### src/rtl/det_seq_ctrl.sv
// det_seq_ctrl: loads a word, resets the serial detector, shifts the word into it
//   MSB-first at one bit per (div+1) clocks, and counts z=1 samples.
// Latency: start at T -> LOAD T+1, first det_en T+2+div, done from T+3+WIDTH*(div+1).
// Backpressure: start is ignored while busy; abort returns to IDLE on the next cycle.
// Optional feature macro: FIRST_HIT_EN adds o_first_idx (1-based bit number of first hit).
module det_seq_ctrl #(
    parameter int WIDTH = 16,
    parameter int CNT_W = 5,
    parameter int DIV_W = 8
) (
    input  logic                   i_clk,
    input  logic                   i_rst,
    input  logic                   i_start,
    input  logic                   i_abort,
    input  logic [WIDTH-1:0]       i_data_in,
    input  logic [DIV_W-1:0]       i_div,
    input  logic                   i_z_in,
    output logic                   o_w_out,
    output logic                   o_det_en,
    output logic                   o_det_rst,
    output logic                   o_busy,
    output logic                   o_done,
    output logic [CNT_W-1:0]       o_hit_cnt
`ifdef FIRST_HIT_EN
    ,
    output logic [$clog2(WIDTH):0] o_first_idx
`endif
);

    localparam int IDX_W = $clog2(WIDTH);

    typedef enum logic [2:0] {
        S_IDLE  = 3'd0,
        S_LOAD  = 3'd1,
        S_SHIFT = 3'd2,
        S_DRAIN = 3'd3,
        S_DONE  = 3'd4
    } state_t;

    state_t             r_state;
    state_t             w_next;
    logic [WIDTH-1:0]   r_data;
    logic [DIV_W-1:0]   r_div;
    logic [DIV_W-1:0]   r_div_cnt;
    logic [IDX_W-1:0]   r_bit_idx;
    logic               r_samp;
    logic [CNT_W-1:0]   r_hit_cnt;
    logic               w_accept;
    logic               w_tick;

    // A start is only honoured when no run is in flight.
    assign w_accept = i_start && ((r_state == S_IDLE) || (r_state == S_DONE));
    // End of the current bit period.
    assign w_tick   = (r_div_cnt == '0);

    // State register.
    always_ff @(posedge i_clk or posedge i_rst) begin
        if (i_rst) begin
            r_state <= S_IDLE;
        end else begin
            r_state <= w_next;
        end
    end

    // Next-state logic; abort pulls any active run back to IDLE, start wins when idle.
    always_comb begin
        w_next = r_state;
        case (r_state)
            S_IDLE, S_DONE: begin
                if (i_start) begin
                    w_next = S_LOAD;
                end
            end
            S_LOAD: begin
                w_next = i_abort ? S_IDLE : S_SHIFT;
            end
            S_SHIFT: begin
                if (i_abort) begin
                    w_next = S_IDLE;
                end else if (w_tick && (r_bit_idx == '0)) begin
                    w_next = S_DRAIN;
                end
            end
            S_DRAIN: begin
                w_next = i_abort ? S_IDLE : S_DONE;
            end
            default: begin
                w_next = S_IDLE;
            end
        endcase
    end

    // Output decode; w is driven from the latched word so it stays stable per bit.
    always_comb begin
        o_w_out   = 1'b0;
        o_det_en  = 1'b0;
        o_det_rst = 1'b0;
        o_busy    = 1'b0;
        o_done    = 1'b0;
        case (r_state)
            S_LOAD: begin
                o_det_rst = 1'b1;
                o_busy    = 1'b1;
                o_w_out   = r_data[WIDTH-1];
            end
            S_SHIFT: begin
                o_busy    = 1'b1;
                o_w_out   = r_data[r_bit_idx];
                o_det_en  = w_tick;
            end
            S_DRAIN: begin
                o_busy    = 1'b1;
            end
            S_DONE: begin
                o_done    = 1'b1;
            end
            default: begin
                o_busy    = 1'b0;
            end
        endcase
    end

    // Run parameters latched on an accepted start; bit/divider counters walk the word.
    always_ff @(posedge i_clk or posedge i_rst) begin
        if (i_rst) begin
            r_data    <= '0;
            r_div     <= '0;
            r_div_cnt <= '0;
            r_bit_idx <= '0;
        end else begin
            if (w_accept) begin
                r_data    <= i_data_in;
                r_div     <= i_div;
                r_bit_idx <= IDX_W'(WIDTH - 1);
            end
            if (r_state == S_LOAD) begin
                r_bit_idx <= IDX_W'(WIDTH - 1);
                r_div_cnt <= r_div;
            end else if (r_state == S_SHIFT) begin
                if (w_tick) begin
                    r_div_cnt <= r_div;
                    r_bit_idx <= r_bit_idx - 1'b1;
                end else begin
                    r_div_cnt <= r_div_cnt - 1'b1;
                end
            end
        end
    end

    // The detector output is registered, so z belongs to the bit enabled one cycle earlier.
    always_ff @(posedge i_clk or posedge i_rst) begin
        if (i_rst) begin
            r_samp <= 1'b0;
        end else begin
            r_samp <= o_det_en;
        end
    end

    // Saturating hit counter; cleared by an accepted start, held across abort.
    always_ff @(posedge i_clk or posedge i_rst) begin
        if (i_rst) begin
            r_hit_cnt <= '0;
        end else if (w_accept) begin
            r_hit_cnt <= '0;
        end else if (r_samp && i_z_in && (r_hit_cnt != {CNT_W{1'b1}})) begin
            r_hit_cnt <= r_hit_cnt + 1'b1;
        end
    end

    assign o_hit_cnt = r_hit_cnt;

`ifdef FIRST_HIT_EN
    logic [IDX_W:0] r_smp_num;
    logic [IDX_W:0] r_first_idx;

    // Number of z samples taken so far, and the 1-based index of the first hit.
    always_ff @(posedge i_clk or posedge i_rst) begin
        if (i_rst) begin
            r_smp_num   <= '0;
            r_first_idx <= '0;
        end else if (w_accept) begin
            r_smp_num   <= '0;
            r_first_idx <= '0;
        end else if (r_samp) begin
            r_smp_num <= r_smp_num + 1'b1;
            if (i_z_in && (r_first_idx == '0)) begin
                r_first_idx <= r_smp_num + 1'b1;
            end
        end
    end

    assign o_first_idx = r_first_idx;
`else
    // No first-hit tracking in this build.
`endif

endmodule

### config.mk
export PLATFORM = sky130hd
export DESIGN_NAME = det_seq_ctrl
export DESIGN_NICKNAME = d
export VERILOG_FILES = /design/src/rtl/det_seq_ctrl.sv
export SDC_FILE = /design/constraint.sdc
export NUM_CORES = 1
export LEC_CHECK = 0
export ABC_AREA = 0
export CAP_MARGIN = 25
export CORE_MARGIN = 2
export CORE_UTILIZATION = 57
export DETAILED_ROUTE_END_ITERATION = 7
export PLACE_DENSITY = 0.95
export SETUP_SLACK_MARGIN = 0.2
export SYNTH_ARGS = -nofsm -noshare
export SYNTH_HDL_FRONTEND = slang
export SYNTH_SLANG_ARGS = --single-unit
### constraint.sdc
create_clock -name i_clk -period 4 [get_ports i_clk]
set_input_delay 1.2 -clock i_clk [delete_from_list [all_inputs] [get_ports i_clk]]
set_output_delay 1.2 -clock i_clk [all_outputs]
set_load 0.02 [all_outputs]
# [After elaboration in Yosys (flattened, before gate mapping)]
# Index checks and enable logic that the tools add are counted.
[totals] regBits=45 input_bits=29 out_inout_bits=10 word_cells=53
[classes] addsub=3 order_cmp=1 n_eq_ne=7 muxes=22 reduce_logical=13
[op_table] op="$mux 8" count=3
[op_table] op="$mux 4" count=4
[op_table] op="$mux 3" count=4
[op_table] op="$pmux 3 s4" count=1
[op_table] op="$mux 5" count=2
[op_table] op="$logic_not 8->1" count=1
[op_table] op="$sub 8x1->8 const B" count=1
[op_table] op="$eq 3x2->1 const B" count=2
[op_table] op="$add 5x1->5 const B" count=1
[op_table] op="$lt 4x5->1 const B" count=1
[op_table] op="$mux 1" count=5
[op_table] op="$ne 5x5->1 const B" count=1
[op_table] op="$bmux 1 s4" count=1
[op_table] op="$logic_and 1x1->1" count=4
[op_table] op="$logic_not 4->1" count=1
[op_table] op="$reduce_bool 2->1" count=2
[op_table] op="$sub 4x1->4 const B" count=1
[op_table] op="$eq 3x1->1 const B" count=1
[op_table] op="$eq 3x3->1 const B" count=1
[op_table] op="$logic_not 3->1" count=1
[op_table] op="$ne 3x3->1 const B" count=1
[op_table] op="$reduce_or 3->1" count=1
[op_table] op="$mux 2" count=1
[op_table] op="$ne 2x2->1 const B" count=1
[op_table] op="other kinds (4)" count=4

# [Longest topological paths before layout]
# Gate-level depths: netlist (run 1).
[depth] word_depth=7 ltp_mapped=8 mapped_depth_nobuf=7

# [Worst setup path after synthesis (run 1)]
# OpenSTA, ideal clock, no wires.
[synth_path] path_kind="register to output" start="reg r_state[2]" end="out o_w_out" arrival_ps=1483 t_required_ps=2800 setup_slack_ps=1317 path_stages_with_launch=5 path_buffers=0 path_cell_list="dfrtp_1 -> nor3b_1 -> o211ai_1 -> and4bb_2 -> a211o_2"
[synth_via] elab_chain_len=2 elab_cells_between_ends=3 cone_classes="2 x eq/ne; 1 x mux"
[synth_lines] element="start: declaration" line_no="40" text="state_t r_state;"
[synth_lines] element="start signal: assignment" line_no="61" text="r_state <= w_next;"
[synth_lines] element="$eq 3x2->1 / $eq 3x1->1 (equally long branches)" line_no="100" text="case (r_state)"
[synth_lines] element="$pmux 1 s2 (*)" line_no="100"
[synth_lines] element="end: declaration" line_no="18" text="output logic o_w_out,"
# Mark *: on every way between the ends. The rest lies on a longest branch, timed or not.

# [Worst setup path in the final report (run 1)]
[layout_path] start="reg r_bit_idx[3]" end="out o_w_out"
[layout_via] elab_chain_len=3
[layout_lines] element="start: declaration" line_no="45" text="logic [IDX_W-1:0] r_bit_idx;"
[layout_lines] element="start signal: assignment" line_no="134" text="r_bit_idx <= IDX_W'(WIDTH - 1);"
[layout_lines] element="start signal: assignment" line_no="137" text="r_bit_idx <= IDX_W'(WIDTH - 1);"
[layout_lines] element="start signal: assignment" line_no="142" text="r_bit_idx <= r_bit_idx - 1'b1;"
[layout_lines] element="$bmux 1 s4" line_no="108" text="o_w_out = r_data[r_bit_idx];"
[layout_lines] element="$mux 1 (not written as such)" line_no="108"
[layout_lines] element="$pmux 1 s2" line_no="100"
# No other way between the ends. The select of a mux whose other input is x is not followed.

==> impl_metrics.ini, run 1 <==
[final_layout]
fill_cells = 251
layout_commonest_cell = sky130_fd_sc_hd__dfrtp_1
post_route_cells_drive_above_1_share_pct = 19.68
most-common-layout-cells = sky130_fd_sc_hd__dfrtp_1 (45), sky130_fd_sc_hd__clkdlybuf4s50_1 (38), sky130_fd_sc_hd__mux2_2 (27)
fin_area_um2 = 2844
synthToLayoutAreaGrowth_pct = 23.53
antenna_cells_inserted = 0
nets = 283

[clock_network]
cts-root-to-sink-buffers = 2
cts.sinks = 45
clock_transition_at_the_registers_of_the_reported_paths_ps = 80
cts_repair_resize_count = 0
worst_skew_pair.late_latency_ps = 300
tritoncts = done
cts-htree-levels = 2
holdBufCountCts = 0
cts_setup_buffers = 0
number_of_cts_inserted_buffers = 5
cts.root.buffer_cell = sky130_fd_sc_hd__clkbuf_8

[route]
route.final.wire_length_um = 4735
drc = 0
detailedRoute.firstPassIterationCount = 4
vias_per_cell = 5.816
final_antenna_violating_net_count = 0
num_vias = 1739
post_drt_wl_per_cell_um = 15.84
drt_iter0_drc = 78

[synthesis]
synth_area_leaders = sky130_fd_sc_hd__dfrtp_1 (49%), sky130_fd_sc_hd__mux2_2 (13%), sky130_fd_sc_hd__mux2i_1 (3.5%)
synth-async-reset-ratio_pct = 100.0
postSynth.topFlopCell = sky130_fd_sc_hd__dfrtp_1
synth_edf_count = 0
avg_cell_area_syn_um2 = 11.12
synth_top_area_share_pct = 48.91
yosysWarnings = 0
post_synth_inst_count = 207
syn_nets = 242
mappedNetlistArea_um2 = 2302
synth_seq_area_share_pct = 48.91
post_synth_num_cell_types = 49
yosys_register_bits = 45
synthDominantAreaCellType = sky130_fd_sc_hd__dfrtp_1

[place]
hpwlAfterDp_um = 3264
place_area_um2 = 2728
detailedPlace.worstSlack_ps = 877.6
io_buffers = 38
gp_weighted_congestion = 0.8515

[worst_setup_path]
critical_path.max_fanout = 2
worst_setup_path_end_kind = output port
start_kind = flop
setup.worst_path.class = reg2out
worst_ep_required_time_ps = 2800
timing.critical_path.arrival_ps = 2260

[sta]
fin_tns_setup_ps = 0
timing.final.setup_violations = 0
final-hold-violation-count = 0
timing.clock.skew_ps = 10.36
timing.final.max_slew_violations = 0
setup_repair_after_global_routing_missed_its_margin = no
worst_slew_margin_pct = 62.86
max_freq_mhz = 288.6
tightest_slew_ps = 557.1
finalWorstSetupSlack_ps = 535.2
post_route_clock_period_utilization_pct = 86.62
finalWorstPathRequiredPeriod_ps = 3465

[floorplanning]
coreArea_um2 = 3943
fp.dieW_um = 67.55
dieHeight_um = 67.55
fp.dieArea_um2 = 4563
core.rowCount = 23
floorplan.io_pins = 39
initial_core_util_pct = 58.39

[power]
power.ir.vdd_worst_mv = 0.4412
total_leakage_power_nw = 1.257
cellPowerDensity_nw_per_um2 = 543.5

[global_routing]
antenna_found_initial = 0
globalRoute.totalOverflow = 0
pin_count_of_the_biggest_net_entering_global_routing = 46
grt_pass1_wl_um = 8066
grt_pass1_vias = 1749
grt_usage_pct = 24.04

[worst_hold_path]
min_path_type = reg2reg

[flow_run]
cap_viol_max_count = 0

[status]
status = complete, no violations
-- report_power, final --
part | internal [mW] | switching, mW | total, mW
Sequential | 0.589 | 0.116 | 0.705
Combinational | 0.249 | 0.239 | 0.489
Clock | 0.204 | 0.148 | 0.352
Total | 1.04 | 0.504 | 1.55
-- layout make-up --
type                    instances  area (µm²)  area share [%]
clock inverters                 1       30.03           1.056
clock buffers                   7       86.33           3.036
multi-input cells             144        1089           38.28
inverters                      10       40.04           1.408
repair buffers                 42       410.4           14.43
well taps                      50       62.56           2.200
flip-flops and latches         45        1126           39.60
-- routing by layer --
layer	routed length, µm	global-route usage (%)	vias up
li1	-	-	816
met1	2095	32.86	836
met2	2230	35.78	73
met3	275	5.667	14
met4	133	12.24	0
met5	0	0	-
-- kinds of logic after synthesis --
group	Yosys count	synth area share (%)
AOI/OAI and AO/OA	30	8.859
xor gates and xnor gates	4	1.522
adders and majority gates	6	3.261
buffers and inverters	18	3.804
DFF	45	48.91
muxes	35	16.68
and+or+nand+nor	69	16.96
-- metrics by stage --
step	util [%]	instances	hold slack, ps	total power, mW
2_1_floorplan	-	207	471.6	1.045
3_3_place_gp	69.18	291	482.6	1.158
3_5_place_dp	69.18	291	491.8	1.185
4_1_cts	72.14	299	509.3	1.542
5_1_grt	72.14	299	529.4	1.626
6_report	72.14	299	504.2	1.546
-- Yosys cell counts (2+ instances only) --
master,n
sky130_fd_sc_hd__dfrtp_1,45
sky130_fd_sc_hd__mux2_2,27
sky130_fd_sc_hd__nor2_1,15
sky130_fd_sc_hd__nand2_1,10
sky130_fd_sc_hd__inv_1,8
sky130_fd_sc_hd__mux2i_1,8
sky130_fd_sc_hd__nand3_1,7
sky130_fd_sc_hd__o21ai_0,7
sky130_fd_sc_hd__a21oi_1,6
sky130_fd_sc_hd__ha_1,6
sky130_fd_sc_hd__nor3_1,6
sky130_fd_sc_hd__buf_2,5
sky130_fd_sc_hd__nand4_1,5
sky130_fd_sc_hd__nor3b_1,4
sky130_fd_sc_hd__and2_1,3
sky130_fd_sc_hd__nor2b_1,3
sky130_fd_sc_hd__o21ai_1,3
sky130_fd_sc_hd__a22oi_1,2
sky130_fd_sc_hd__and3_1,2
sky130_fd_sc_hd__clkbuf_1,2
sky130_fd_sc_hd__nand2b_1,2
sky130_fd_sc_hd__o311ai_0,2
sky130_fd_sc_hd__xnor2_1,2
sky130_fd_sc_hd__xor2_1,2
-- final timing paths --
kind / to / depth (start not counted) / slack (ps) / start
setup / recovery: o_w_out / 5 / 540 / r_bit_idx[3]
hold / removal: r_div[4] / 1 / 500 / r_div[4]
setup reg to reg: r_div_cnt[7] / 6 / 2010 / r_div_cnt[0]
hold reg to reg: r_div[4] / 1 / 500 / r_div[4]
max in group asynchronous: r_data[13] / 3 / 2270 / i_rst
min in group asynchronous: r_data[0] / 3 / 1350 / i_rst
-- registers in the layout (all words and copies together) (netlist names) --
register	count
o_hit_cnt	5
r_bit_idx	4
r_data	16
r_div	8
r_div_cnt	8
r_samp	1
r_state	3
-- critical path, stage by stage, from the launching register on --
cell                              delay [ps]
sky130_fd_sc_hd__dfrtp_1                 350
sky130_fd_sc_hd__mux2_2                  330
sky130_fd_sc_hd__o211ai_1                180
sky130_fd_sc_hd__and4bb_2                250
sky130_fd_sc_hd__a211o_2                 310
sky130_fd_sc_hd__clkdlybuf4s50_1         540
(Power assumes the default switching activity.)
==> run 2, diff against run 1 <==
--- a/config.mk
+++ b/config.mk
@@ -10,6 +10,7 @@
 export CORE_MARGIN = 2
 export CORE_UTILIZATION = 57
 export DETAILED_ROUTE_END_ITERATION = 7
+export HOLD_SLACK_MARGIN = 0.12
 export PLACE_DENSITY = 0.95
 export SETUP_SLACK_MARGIN = 0.2
 export SYNTH_ARGS = -nofsm -noshare
==> constraint.sdc (replaced) <==
create_clock -name i_clk -period 4.45 [get_ports i_clk]
set_input_delay 1.335 -clock i_clk [delete_from_list [all_inputs] [get_ports i_clk]]
set_output_delay 1.335 -clock i_clk [all_outputs]
set_load 0.02 [all_outputs]
==> impl_metrics.ini, run 2 (same netlist as run 1, synthesis figures left out) <==
[status]
status = complete, no violations

[global_routing]
grt_pass1_vias = 1693
pin_count_of_the_biggest_net_entering_global_routing = 46
antenna_found_initial = 0
globalRoute.totalOverflow = 0
grt_pass1_wl_um = 7555
grt_usage_pct = 22.43

[final_layout]
synthToLayoutAreaGrowth_pct = 21.90
max_flop_register = r_data
most-common-layout-cells = sky130_fd_sc_hd__dfrtp_1 (45), sky130_fd_sc_hd__clkdlybuf4s50_1 (38), sky130_fd_sc_hd__mux2_2 (27)
post-route-util_pct = 71.18
antenna_cells_inserted = 0
layout_commonest_cell = sky130_fd_sc_hd__dfrtp_1
post_route_cells_drive_above_1_share_pct = 19.03
nets = 282
top_regs = r_data (16), r_div (8), r_div_cnt (8)
largest_register_ffs = 16

[worst_setup_path]
timing.critical_path.arrival_ps = 2570
worst_ep_required_time_ps = 3120
start_kind = flop
r2r_start = r_div_cnt[0]
worst_setup_path_end_kind = output port
setup.worst_path.class = reg2out
rrSetupSlack_ps = 2490
critical_path.max_fanout = 13
worstReg2RegEnd = r_div_cnt[7]
worst_r2r_path_depth = 6

[sta]
max_freq_mhz = 256.0
fin_tns_setup_ps = 0
finalWorstPathRequiredPeriod_ps = 3906
timing.clock.skew_ps = 6.528
finalWorstSetupSlack_ps = 544.4
timing.final.setup_violations = 0
tightest_slew_ps = 549.0
setup_repair_after_global_routing_missed_its_margin = no
post_route_clock_period_utilization_pct = 87.77
worst_slew_margin_pct = 63.40
timing.final.max_slew_violations = 0
final-hold-violation-count = 0

[place]
io_buffers = 38
hpwlAfterDp_um = 3232
gp_weighted_congestion = 0.8702
detailedPlace.worstSlack_ps = 866.5

[route]
num_vias = 1703
highest_layer = met4
routed_met2_length_um = 2177
drc = 0
met3_length_um = 199
detailedRoute.firstPassIterationCount = 4
final_antenna_violating_net_count = 0
route.final.wire_length_um = 4460
vias_per_cell = 5.734
met1Wirelength_um = 1966
drt_iter0_drc = 73
post_drt_wl_per_cell_um = 15.02

[power]
power.ir.vdd_worst_mv = 0.2994
design_power_total_mw = 1.310
total_leakage_power_nw = 1.239
cellPowerDensity_nw_per_um2 = 466.8

[floorplanning]
dieHeight_um = 67.55
fp.dieW_um = 67.55
initial_core_util_pct = 58.39
floorplan.io_pins = 39
core.rowCount = 23
fp.dieArea_um2 = 4563
coreArea_um2 = 3943

[clock_network]
cts_repair_resize_count = 0
cts_setup_buffers = 0
cts.sinks = 45
cts-root-to-sink-buffers = 2
worst_skew_pair.late_latency_ps = 290
cts.root.buffer_cell = sky130_fd_sc_hd__clkbuf_8
holdBufCountCts = 0
cts-htree-levels = 2
number_of_cts_inserted_buffers = 5
clock_transition_at_the_registers_of_the_reported_paths_ps = 80
tritoncts = done

[worst_hold_path]
min_delay_path_depth = 1
min_path_type = reg2reg
hold_path_end = r_div[3]
hold_start = r_div[3]

[flow_run]
cap_viol_max_count = 0
-- run 2: cell count changes in the layout (fill, tap and decap cells not counted) --
cell / delta
sky130_fd_sc_hd__buf_4: -1
sky130_fd_sc_hd__bufinv_16: -1
-- run 2: cell type report --
class / instances / area [µm²]
clock buffers: 7 / 86.33
fillers: 261 / 1136
inverters: 10 / 40.04
multi-input cells: 144 / 1089
flip-flops and latches: 45 / 1126
well taps: 50 / 62.56
repair buffers: 41 / 402.9
-- run 2: per-stage QoR --
stage | hold WS [ps] | cell area, µm² | std cells
floorplan | 471.6 | 2302 | 207
global placement | 483.5 | 2720 | 290
detailed placement | 491.7 | 2720 | 290
CTS | 509.2 | 2806 | 297
global route | 534.0 | 2806 | 297
finish | 509.9 | 2806 | 297
-- run 2: critical path: stages (launching register included) --
cell and delay [ps]:
sky130_fd_sc_hd__dfrtp_1 630, sky130_fd_sc_hd__mux2_2 390, sky130_fd_sc_hd__o211ai_1 170, sky130_fd_sc_hd__and4bb_2 240
sky130_fd_sc_hd__a211o_2 300, sky130_fd_sc_hd__clkdlybuf4s50_1 540
-- run 2: worst max path at each step --
stage	start	endpoint	slack [ps]
2_1_floorplan	r_state[2]	o_w_out	1630
3_3_place_gp	r_bit_idx[3]	o_w_out	910
3_5_place_dp	r_bit_idx[3]	o_w_out	870
4_1_cts	r_bit_idx[3]	o_w_out	530
5_1_grt	r_bit_idx[3]	o_w_out	410
6_report	r_bit_idx[3]	o_w_out	540
-- run 2: report_power, final --
group | switching [mW] | internal (mW) | total, mW
Sequential | 0.102 | 0.530 | 0.632
Clock | 0.122 | 0.123 | 0.246
Combinational | 0.209 | 0.224 | 0.433
Total | 0.433 | 0.877 | 1.31
-- run 2: metal layers --
layer,GRT usage [%],up-vias
met5,0,-
met4,13.01,0
met3,4.667,13
met2,35.78,49
met1,28.18,826
li1,-,815
==> run 3, diff against run 2 <==
--- a/config.mk
+++ b/config.mk
@@ -9,10 +9,12 @@
 export CAP_MARGIN = 25
 export CORE_MARGIN = 2
 export CORE_UTILIZATION = 57
+export CTS_CLUSTER_SIZE = 40
 export DETAILED_ROUTE_END_ITERATION = 7
 export HOLD_SLACK_MARGIN = 0.12
 export PLACE_DENSITY = 0.95
 export SETUP_SLACK_MARGIN = 0.2
+export SLEW_MARGIN = 20
 export SYNTH_ARGS = -nofsm -noshare
 export SYNTH_HDL_FRONTEND = slang
 export SYNTH_SLANG_ARGS = --single-unit
==> results of run 3 <==
Same layout as run 2: the final DEF is identical, and so are final timing and power.
